<file path="src/rtl/keypad_scanner.sv">
// keypad_scanner: 4x4 active-low matrix keypad scanner.
// Drives one column low at a time, synchronises the row lines, debounces a
// single-key press and release, and emits one new_key pulse per press with
// the key's 5-bit code held on key_code until the next accepted press.
module keypad_scanner #(
  parameter int SCAN_TICKS      = 1000,
  parameter int DEBOUNCE_CYCLES = 20000
) (
  input  logic       clk,
  input  logic       reset,
  input  logic [3:0] row,
  output logic [3:0] col,
  output logic       new_key,
  output logic [4:0] key_code
);

  localparam int MAX_CNT = (SCAN_TICKS > DEBOUNCE_CYCLES) ? SCAN_TICKS : DEBOUNCE_CYCLES;
  localparam int CW      = $clog2(MAX_CNT + 1);

  localparam logic [CW-1:0] CNT_ZERO  = CW'(0);
  localparam logic [CW-1:0] CNT_ONE   = CW'(1);
  localparam logic [CW-1:0] SCAN_LAST = CW'(SCAN_TICKS - 1);
  localparam logic [CW-1:0] DEB_LAST  = CW'(DEBOUNCE_CYCLES - 1);

  typedef enum logic [1:0] {
    SCAN     = 2'd0,
    DEBOUNCE = 2'd1,
    HELD     = 2'd2
  } state_t;

  state_t          state_r;
  logic [3:0]      row_meta_r;
  logic [3:0]      rs_r;
  logic [3:0]      col_r;
  logic [1:0]      col_idx_r;
  logic [1:0]      row_idx_r;
  logic [3:0]      pat_r;
  logic [CW-1:0]   cnt_r;
  logic            new_key_r;
  logic [4:0]      key_code_r;

  // True when exactly one row line is pulled low; multi-row patterns are ghosts.
  function automatic logic single_low(input logic [3:0] v);
    case (v)
      4'b1110, 4'b1101, 4'b1011, 4'b0111: single_low = 1'b1;
      default:                            single_low = 1'b0;
    endcase
  endfunction

  // Index of the single low row line.
  function automatic logic [1:0] low_index(input logic [3:0] v);
    case (v)
      4'b1110: low_index = 2'd0;
      4'b1101: low_index = 2'd1;
      4'b1011: low_index = 2'd2;
      4'b0111: low_index = 2'd3;
      default: low_index = 2'd0;
    endcase
  endfunction

  // Physical key position to calculator key code.
  function automatic logic [4:0] key_map(input logic [1:0] r, input logic [1:0] c);
    case ({r, c})
      4'd0:    key_map = 5'b10001; // '1'
      4'd1:    key_map = 5'b10010; // '2'
      4'd2:    key_map = 5'b10011; // '3'
      4'd3:    key_map = 5'b00010; // '+'
      4'd4:    key_map = 5'b10100; // '4'
      4'd5:    key_map = 5'b10101; // '5'
      4'd6:    key_map = 5'b10110; // '6'
      4'd7:    key_map = 5'b00011; // '-'
      4'd8:    key_map = 5'b10111; // '7'
      4'd9:    key_map = 5'b11000; // '8'
      4'd10:   key_map = 5'b11001; // '9'
      4'd11:   key_map = 5'b00100; // '*'
      4'd12:   key_map = 5'b00101; // 'C'
      4'd13:   key_map = 5'b10000; // '0'
      4'd14:   key_map = 5'b00001; // '='
      4'd15:   key_map = 5'b00110; // '/'
      default: key_map = 5'b00000;
    endcase
  endfunction

  // Two-flop synchroniser for the asynchronous row lines (idle level is high).
  always_ff @(posedge clk) begin
    if (reset) begin
      row_meta_r <= 4'b1111;
      rs_r       <= 4'b1111;
    end else begin
      row_meta_r <= row;
      rs_r       <= row_meta_r;
    end
  end

  // Scan / debounce / hold state machine with registered column and key outputs.
  always_ff @(posedge clk) begin
    if (reset) begin
      state_r    <= SCAN;
      col_r      <= 4'b1110;
      col_idx_r  <= 2'd0;
      row_idx_r  <= 2'd0;
      pat_r      <= 4'b1111;
      cnt_r      <= CNT_ZERO;
      new_key_r  <= 1'b0;
      key_code_r <= 5'b00000;
    end else begin
      new_key_r <= 1'b0;
      case (state_r)
        SCAN: begin
          if (cnt_r == SCAN_LAST) begin
            cnt_r <= CNT_ZERO;
            if (single_low(rs_r)) begin
              pat_r     <= rs_r;
              row_idx_r <= low_index(rs_r);
              state_r   <= DEBOUNCE;
            end else begin
              col_r     <= {col_r[2:0], col_r[3]};
              col_idx_r <= col_idx_r + 2'd1;
            end
          end else begin
            cnt_r <= cnt_r + CNT_ONE;
          end
        end
        DEBOUNCE: begin
          if (rs_r != pat_r) begin
            // Bounce or a different key: abandon this column.
            col_r     <= {col_r[2:0], col_r[3]};
            col_idx_r <= col_idx_r + 2'd1;
            cnt_r     <= CNT_ZERO;
            state_r   <= SCAN;
          end else if (cnt_r == DEB_LAST) begin
            new_key_r  <= 1'b1;
            key_code_r <= key_map(row_idx_r, col_idx_r);
            cnt_r      <= CNT_ZERO;
            state_r    <= HELD;
          end else begin
            cnt_r <= cnt_r + CNT_ONE;
          end
        end
        HELD: begin
          // Only an unbroken run of fully released cycles ends the press.
          if (rs_r == 4'b1111) begin
            if (cnt_r == DEB_LAST) begin
              col_r     <= {col_r[2:0], col_r[3]};
              col_idx_r <= col_idx_r + 2'd1;
              cnt_r     <= CNT_ZERO;
              state_r   <= SCAN;
            end else begin
              cnt_r <= cnt_r + CNT_ONE;
            end
          end else begin
            cnt_r <= CNT_ZERO;
          end
        end
        default: begin
          state_r   <= SCAN;
          col_r     <= 4'b1110;
          col_idx_r <= 2'd0;
          cnt_r     <= CNT_ZERO;
        end
      endcase
    end
  end

  assign col      = col_r;
  assign new_key  = new_key_r;
  assign key_code = key_code_r;

endmodule

</file>
<file path="config.mk">
export PLATFORM = sky130hd
export DESIGN_NAME = keypad_scanner
export DESIGN_NICKNAME = d
export VERILOG_FILES = /design/src/rtl/keypad_scanner.sv
export SDC_FILE = /design/constraint.sdc
export NUM_CORES = 1
export LEC_CHECK = 0
export ABC_AREA = 1
export ABC_CLOCK_PERIOD_IN_PS = 1700
export BUFFER_PORTS_ARGS = -buffer_cell sky130_fd_sc_hd__buf_2
export CAP_MARGIN = 20
export CORE_ASPECT_RATIO = 0.8
export CORE_MARGIN = 4
export CORE_UTILIZATION = 55
export DETAILED_ROUTE_END_ITERATION = 16
export GPL_ROUTABILITY_DRIVEN = 0
export MAX_ROUTING_LAYER = met4
export PLACE_DENSITY = 0.79
export SYNTH_ARGS = -nofsm -noshare
export SYNTH_HDL_FRONTEND = slang
export SYNTH_SLANG_ARGS = --single-unit
</file>
<file path="constraint.sdc">
create_clock -name clk -period 1.7 [get_ports clk]
set_input_delay 0.255 -clock clk [delete_from_list [all_inputs] [get_ports clk]]
set_output_delay 0.255 -clock clk [all_outputs]
set_load 0.1 [all_outputs]
</file>
==> impl_metrics.ini, run 1 <==
[pwr]
clkPwrFrac_pct = 35.7
cellLeakagePower_nw = 1.05
powerDensity_nw_per_um2 = 747
sw_frac_of_total_pct = 23.0
switchingPower_mw = 0.398
max-vdd-ir-drop_mv = 0.661
p_int_mw = 1.33
power_mw = 1.73
power_frac_seq_pct = 59.8
comb_power_share_pct = 4.5

[logic_synthesis]
synth-seq-cells = 43
ys_types = 31
netlist_area_sq_um = 2060
syn_nets = 295
netlist.area_leader.share_pct = 41.8
synth_common_cells = 64 x nand2_1, 52 x nor2_1, 43 x dfxtp_1, 31 x inv_1, 18 x nand3_1
synthFlopType = dfxtp_1
ys_seq_area_share_pct = 41.8
synth_area_leader_cell = dfxtp_1
synth-edff-count = 0
synth-warning-count = 0
yosysMostFrequentCell = nand2_1
postSynthAreaPerCell_sq_um = 7.22
synth.area.top_cells = dfxtp_1 42%, nand2_1 12%, nor2_1 9.5%
async_flop_share_pct = 0
syn_inst = 285

[drt]
num_vias = 1801
ant_nets = 0
wl_per_cell_um = 10.9
routed_wl_um = 3840
drc_errors = 0
drtIter0Drc = 93
dr.pass1.iters = 4
vias_per_cell = 5.13

[placement]
port_buffers = 15
dpl.hpwl_um = 2770
dpl_cell_area_sq_um = 2180
dp_cells = 341

[worst_setup_path]
r2r_slack_ns = 0.11
max_stage_delay_ns = 0.36
cp_max_fo = 6
rr_worst_depth = 12
end_kind = flip-flop
startpoint = cnt_r[1]
timing.critical_path.mode_cell = nand2_1
path_buf_inv = 2
crit_cells = 12
rr_endpoint = col[2]
timing.rr.start = cnt_r[1]
crit_family = simple AND/OR/NAND/NOR gates
cp.required_ns = 1.92
crit_path_start_kind = flip-flop
crit_chain = ha_4 > nand2_1 > inv_1 > nand2_1 > nor2_2 > nand2_2 > nand2_4 > nand2_4 > nor2_8 > buf_6 > nand2_1 > nand3_1
arrival_ns = 1.81
endpoint = col[2]
critical_path_class = flip-flop to flip-flop
cp_slowest_cell = dfxtp_2

[timing]
holdWs_ns = 0.145
fin_setup_tns_ns = 0
period_minus_slack_ns = 1.59
slew_headroom_pct = 66.3
worst_pin_slew_ns = 0.505
finalClockSkew_ns = 0.00480
finalCritPeriodShare_pct = 93.4
maxSlewViolCount = 0
setup_viol = 0
hold_violations = 0
timing.fmax_mhz = 630

[floorplan]
die_w_um = 76.4
num_rows = 19
ios = 16
dieArea_sq_um = 4790
die_h_um = 62.7
start_util_pct = 58.5
coreArea_sq_um = 3520

[global_routing]
grt.total_usage_pct = 17.0
grt_max_degree = 18
grt_pass1_vias = 1578
grt_antenna_before_repair = 0
grt_overflow_total = 0
grt_first_pass_wirelength_um = 6610

[finish]
area_growth_pct = 12.7
stdcell_count = 351
fin_area_sq_um = 2320
nets = 318
fillers = 303
diodes = 0
drive_gt1_share_pct = 18.4

[clock_tree]
cts.sinks = 43
cts_buffer_depth = 2
cts_htree_levels = 2
cts_tree = done
worstSkewPairLatency_ns = 0.29
cts-root-buf = clkbuf_8
cts-buffers-inserted = 5
hold_buffers = 0
path_clk_slew_ns = 0.08

[worst_hold_path]
hp-class = primary input to flip-flop

[job]
cap_violations = 0

[status]
outcome = finished clean
[through the flow]
step           utilization, %  setup slack [ns]
3_5_place_dp             62.0           -0.0231
4_1_cts                  64.6            0.0174
6_report                 65.9             0.113
5_1_grt                  65.9           -0.0112
2_1_floorplan               -             0.184
3_3_place_gp             62.0            0.0782
[routing by layer]
layer  track usage [%]  wire length, um  vias to the layer above
met3              4.47              177                        2
met4              4.75               16                        0
li1                  -                -                      947
met2              26.6             1650                       38
met5                 -                0                        -
met1              21.6             2000                      814
[layout by cell type, fill, tap and decap left out, types with 2 or more instances in the layout]
master and instances:
buf_4 3, o211ai_1 4, clkinv_2 3, or2_2 8, ha_1 3, nand3_1 18, nand2_4 2, xnor2_1 2
a21oi_1 7, inv_1 31, nand2_2 4, nor2_2 2, nand3b_1 2, inv_2 2, o21ai_0 9, o22ai_1 2
dfxtp_2 3, nand2_1 62, clkbuf_8 5, dfxtp_1 40, xor2_1 6, nor3_1 6, buf_2 15, nor2_1 52
nand4_1 4, nor2_4 3
[final cells by class]
type / instances / area, sq um / area share, %
repair buffers: 19 / 109 / 4.70
inverters: 33 / 124 / 5.35
clock inverters: 3 / 15.0 / 0.648
multi-input cells: 206 / 1080 / 46.8
clock buffers: 5 / 68.8 / 2.97
flip-flops and latches: 43 / 865 / 37.3
well taps: 42 / 52.6 / 2.27
[worst min path at each step]
stage / start / endpoint / cells past startpoint
after floorplan: row[0] / row_meta_r[0] / 1
final: row[0] / row_meta_r[0] / 2
after CTS: row[0] / row_meta_r[0] / 2
after detailed placement: row_meta_r[2] / rs_r[2] / 1
after global routing: row[1] / row_meta_r[1] / 2
after global placement: row_meta_r[2] / rs_r[2] / 1
[state kept, by name, summed over array words and instances, names as in the netlist, 2 cells and up]
register,flops
cnt_r,15
col,4
col_idx_r,2
key_code,5
pat_r,4
row_idx_r,2
row_meta_r,4
rs_r,4
state_r,2
[power by group through the flow]
stage | Clock [mW] | Combinational [mW] | Sequential, mW
after floorplan | 0 | 0.0581 | 1.05
after global placement | 0 | 0.0711 | 1.06
after detailed placement | 0 | 0.0723 | 1.06
after CTS | 0.639 | 0.0742 | 1.03
after global routing | 0.692 | 0.0868 | 1.04
final | 0.618 | 0.0773 | 1.04
[logic make-up after synthesis]
group | Yosys count | share of synthesized area [%]
flip-flops | 43 | 41.8
XOR/XNOR | 8 | 3.41
AND/OR/NAND/NOR | 168 | 37.8
AO/OA/AOI/OAI | 26 | 7.54
buffers and inverters | 36 | 6.93
adder cells (fa/ha/maj) | 4 | 2.43
[what timing repair did]
action / CTS / global route
buffers inserted: 0 / 2
pin swaps: 0 / 2
endpoints found under the setup margin: 4 / 24
resized for setup: 1 / 11
[worst reg2reg max path, stage by stage, from the launching register on]
cell and delay [ns]:
dfxtp_2 0.36, ha_4 0.15, nand2_1 0.07, inv_1 0.08, nand2_1 0.09, nor2_2 0.12
nand2_2 0.10, nand2_4 0.10, nand2_4 0.07, nor2_8 0.15, buf_6 0.13, nand2_1 0.05
nand3_1 0.07
Power figures use the tool's default switching activity.
==> inputs of run 2 (changes only) <==
--- a/config.mk
+++ b/config.mk
@@ -5,7 +5,6 @@
 export SDC_FILE = /design/constraint.sdc
 export NUM_CORES = 1
 export LEC_CHECK = 0
-export ABC_AREA = 1
 export ABC_CLOCK_PERIOD_IN_PS = 1700
 export BUFFER_PORTS_ARGS = -buffer_cell sky130_fd_sc_hd__buf_2
 export CAP_MARGIN = 20
==> impl_metrics.ini, run 2 <==
[status]
outcome = complete, but fails checks
violations = negative setup slack

[worst_setup_path]
r2r_slack_ns = -0.15
timing.rr.start = cnt_r[1]
crit_path_start_kind = flip-flop
cp.required_ns = 1.90
rr_endpoint = col_idx_r[0]
cp_max_fo = 3
critical_path_class = flip-flop to flip-flop
rr_worst_depth = 6
arrival_ns = 2.04
end_kind = flip-flop

[clock_tree]
cts_tree = done
worstSkewPairLatency_ns = 0.30
path_clk_slew_ns = 0.08
cts-root-buf = clkbuf_8
cts_buffer_depth = 2
cts.sinks = 43
cts-buffers-inserted = 5
cts_htree_levels = 2

[logic_synthesis]
netlist_area_sq_um = 2050
synth_area_leader_cell = dfxtp_1
synth-edff-count = 0
postSynthAreaPerCell_sq_um = 9.06
syn_inst = 226
synth-seq-cells = 43
ys_types = 43
ys_seq_area_share_pct = 42.0
yosysMostFrequentCell = dfxtp_1
netlist.area_leader.share_pct = 42.0
syn_nets = 236
async_flop_share_pct = 0
synth-warning-count = 0
synth.area.top_cells = dfxtp_1 42%, mux2i_1 5.4%, nor3_1 4.6%
synth_common_cells = 43 x dfxtp_1, 24 x nor2_1, 19 x nor3_1, 13 x nand2_1, 12 x a21oi_1
synthFlopType = dfxtp_1

[global_routing]
grt_first_pass_wirelength_um = 7990
grt_max_degree = 36
grt.total_usage_pct = 21.3
met1_usage_pct = 24.5
grt.busiest_layer = met2
grt_overflow_total = 0
grt_pass1_vias = 1792
use_met3_pct = 5.76
grtUsageMet2_pct = 34.9
grt_antenna_before_repair = 0

[timing]
setup_ws_ns = -0.147
worst_pin_slew_ns = 0.489
timing.fmax_mhz = 541
maxSlewViolCount = 0
finalCritPeriodShare_pct = 109
rsz0062_at_grt = true
finalClockSkew_ns = 0.00919
setup_viol = 30
slew_headroom_pct = 67.6
hold_violations = 0
period_minus_slack_ns = 1.85

[floorplan]
num_rows = 19
coreArea_sq_um = 3520
ios = 16
dieArea_sq_um = 4770
die_h_um = 62.6
die_w_um = 76.2
start_util_pct = 58.2

[finish]
multi_input_area_sq_um = 1210
largest_register_ff_count = 15
register_area_sq_um = 866
fillers = 227
nets = 289
diodes = 0
finish.utilization_pct = 76.1
top_register = cnt_r
fin_area_sq_um = 2680
final_common_cell = dfxtp_1
drive_gt1_share_pct = 36.1
area_growth_pct = 30.7
final_cell_mix = 39 x dfxtp_1, 38 x buf_4, 24 x nor2_1

[placement]
dp_slack_ns = -0.251
dpl.hpwl_um = 3070
dpl_cell_area_sq_um = 2450
port_buffers = 15

[worst_hold_path]
hp-start = row[2]
hold_end = row_meta_r[2]
hold_depth = 2
hp-class = primary input to flip-flop

[drt]
ant_nets = 0
drtIter0Drc = 127
wl_per_cell_um = 14.6
vias_per_cell = 5.57
drc_errors = 0
dr.pass1.iters = 5
routed_wl_um = 4690
num_vias = 1794

[pwr]
cellLeakagePower_nw = 1.10
powerDensity_nw_per_um2 = 657
max-vdd-ir-drop_mv = 0.599

[job]
cap_violations = 0
==> run 2: cell count changes in the layout (fill, tap and decap cells not counted), moves of 5 or more <==
cell and change:
nand3_1 -11, nor3_1 +10, buf_4 +35, mux2i_1 +11, nand2_1 -49, inv_1 -22, o21ai_0 -7, nor2_1 -28
xnor2_1 +7, nor2b_1 +5
==> run 2: cells by family (layout without fill, tap and decap cells) <==
| kind of cell | after synthesis | after routing | synth area share (%) |
|---|---|---|---|
| xor gates and xnor gates | 17 | 17 | 7.27 |
| and+or+nand+nor | 100 | 100 | 26.9 |
| muxes | 12 | 12 | 6.11 |
| DFF | 43 | 43 | 42.0 |
| AOI/OAI and AO/OA | 28 | 28 | 10.6 |
| adders and majority gates | 4 | 4 | 2.44 |
| buffers and inverters | 22 | 76 | 4.70 |
==> run 2: where the power goes <==
part           switching [mW]  leakage [nW]  total (mW)  internal (mW)
Combinational          0.0583         0.709       0.106         0.0474
Clock                   0.329        0.0422       0.618          0.288
Sequential             0.0130         0.351        1.04           1.02
Total                   0.401          1.10        1.76           1.36
==> run 2: final cells by class <==
cell class | instances | share of cell area (%)
tap | 42 | 1.96
clock buffer | 7 | 2.85
sequential | 43 | 32.3
timing repair buffer | 58 | 15.9
multi-input combinational | 161 | 45.4
inverter | 10 | 1.40
clock inverter | 1 | 0.187
==> run 2: per-stage QoR <==
step	cells	power (mW)	hold slack [ns]	setup TNS (ns)
global route	322	1.83	0.143	-5.86
finish	322	1.76	0.137	-3.26
global placement	311	1.15	0.391	-5.55
CTS	320	1.77	0.134	-3.10
detailed placement	311	1.15	0.394	-6.20
floorplan	226	1.12	0.359	-3.33
==> run 2: layer usage <==
| layer | wire length (um) | vias up |
|---|---|---|
| met4 | 119 | 0 |
| met3 | 235 | 14 |
| met5 | 0 | - |
| met1 | 2160 | 852 |
| met2 | 2180 | 41 |
| li1 | - | 887 |
==> run 2: how the worst max path moves through the flow <==
stage	start	to
5_1_grt	cnt_r[1]	pat_r[1]
3_3_place_gp	cnt_r[14]	cnt_r[1]
4_1_cts	cnt_r[1]	col[2]
2_1_floorplan	cnt_r[10]	col_idx_r[0]
6_report	cnt_r[1]	col_idx_r[0]
3_5_place_dp	cnt_r[14]	cnt_r[0]
==> run 2: critical path, stage by stage, from the launching register on <==
cell       delay, ns
dfxtp_2         0.35
ha_4            0.15
nand4bb_4       0.14
or4_4           0.52
o21ai_4         0.17
nand4_4         0.11
mux2_4          0.31
==> run 2: what timing repair did <==
action / CTS / global route
hold endpoints to repair: 0 / 0
gates resized for setup: 16 / 6
pin swaps: 3 / 5
buffers inserted: 1 / 2
hold buffers: 0 / 0
endpoints found under the setup margin: 33 / 34
==> inputs of run 3 (changes only) <==
--- a/config.mk
+++ b/config.mk
@@ -11,6 +11,7 @@
 export CORE_ASPECT_RATIO = 0.8
 export CORE_MARGIN = 4
 export CORE_UTILIZATION = 55
+export CTS_BUF_LIST = sky130_fd_sc_hd__clkbuf_8
 export DETAILED_ROUTE_END_ITERATION = 16
 export GPL_ROUTABILITY_DRIVEN = 0
 export MAX_ROUTING_LAYER = met4
==> impl_metrics.ini, run 3 (synthesis gave the netlist of run 2 again) <==
[timing]
holdWs_ns = 0.137
rsz0062_at_grt = true
setup_ws_ns = -0.148
setup_viol = 30
fin_setup_tns_ns = -3.29
hold_violations = 0
finalCritPeriodShare_pct = 109
worst_pin_slew_ns = 0.489
period_minus_slack_ns = 1.85
finalClockSkew_ns = 0.00857
slew_headroom_pct = 67.6
timing.fmax_mhz = 541
maxSlewViolCount = 0

[floorplan]
ios = 16
die_h_um = 62.6
die_w_um = 76.2
coreArea_sq_um = 3520
num_rows = 19
start_util_pct = 58.2
dieArea_sq_um = 4770

[worst_setup_path]
cp.required_ns = 1.90
startpoint = cnt_r[1]
endpoint = col_idx_r[0]
critical_path_class = flip-flop to flip-flop
cp_max_fo = 3
arrival_ns = 2.05
timing.rr.start = cnt_r[1]
r2r_slack_ns = -0.15
crit_path_start_kind = flip-flop
end_kind = flip-flop
rr_endpoint = col_idx_r[0]
rr_worst_depth = 6

[pwr]
max-vdd-ir-drop_mv = 0.598
power_mw = 1.75
powerDensity_nw_per_um2 = 652
cellLeakagePower_nw = 1.11

[finish]
final_cell_mix = 39 x dfxtp_1, 38 x buf_4, 24 x nor2_1
diodes = 0
largest_register_ff_count = 15
final_common_cell = dfxtp_1
area_growth_pct = 30.7
top_register = cnt_r
fillers = 227
stdcell_count = 322
nets = 289
drive_gt1_share_pct = 36.1

[drt]
dr.pass1.iters = 4
drtIter0Drc = 124
vias_per_cell = 5.60
drc_errors = 0
num_vias = 1802
wl_per_cell_um = 14.6
ant_nets = 0
routed_wl_um = 4700

[placement]
dpl.hpwl_um = 3070
dp_slack_ns = -0.251
port_buffers = 15
dp_cells = 311

[status]
violations = negative setup slack
outcome = complete, but fails checks

[worst_hold_path]
hp-class = primary input to flip-flop

[global_routing]
grt_first_pass_wirelength_um = 7990
grt_antenna_before_repair = 0
grt_max_degree = 36
grt_overflow_total = 0
grt_pass1_vias = 1792
grt.total_usage_pct = 21.3

[clock_tree]
cts_buffer_depth = 2
cts-root-buf = clkbuf_8
cts.sinks = 43
worstSkewPairLatency_ns = 0.30
cts-buffers-inserted = 5
cts_htree_levels = 2
cts_tree = done
path_clk_slew_ns = 0.08

[job]
cap_violations = 0
==> run 3: per-stage QoR <==
stage          util (%)  area [sq um]
2_1_floorplan         -          2070
3_3_place_gp       69.6          2450
3_5_place_dp       69.6          2450
4_1_cts            74.6          2620
5_1_grt            76.1          2680
6_report           76.1          2680
==> run 3: worst min path at each step <==
stage,startpoint,endpoint,cells past startpoint
final,row[2],row_meta_r[2],2
after detailed placement,row_meta_r[1],rs_r[1],1
after CTS,row[2],row_meta_r[2],2
after global routing,row[2],row_meta_r[2],2
after global placement,row_meta_r[2],rs_r[2],1
after floorplan,row[0],row_meta_r[0],1
==> run 3: what timing repair did <==
item / CTS / global route
pin swaps: 3 / 5
resized for setup: 16 / 6
hold buffers: 0 / 0
setup buffers: 1 / 2
setup endpoints to repair: 33 / 34
cloned: 0 / 0
==> run 3: cell type report <==
class                   count  area, sq um  area share, %
flip-flops and latches     43          866           32.3
well taps                  42         52.6           1.96
clock buffers               5         68.8           2.57
multi-input cells         161         1210           45.4
clock inverters             3         12.5          0.467
inverters                  10         37.5           1.40
repair buffers             58          425           15.9
==> run 3: worst max-delay path: stages (launching register included) <==
cell	delay (ns)
dfxtp_2	0.35
ha_4	0.15
nand4bb_4	0.14
or4_4	0.52
o21ai_4	0.17
nand4_4	0.11
mux2_4	0.31
==> run 3: power by group <==
group	internal (mW)	switching [mW]
clock	0.276	0.329
sequential	1.02	0.0132
combinational	0.0474	0.0583
==> run 3: per-layer routing <==
| layer | global-route usage, % | routed length [um] |
|---|---|---|
| met4 | 9.73 | 106 |
| met2 | 34.9 | 2200 |
| met1 | 24.5 | 2140 |
| met3 | 5.76 | 247 |
| met5 | - | 0 |
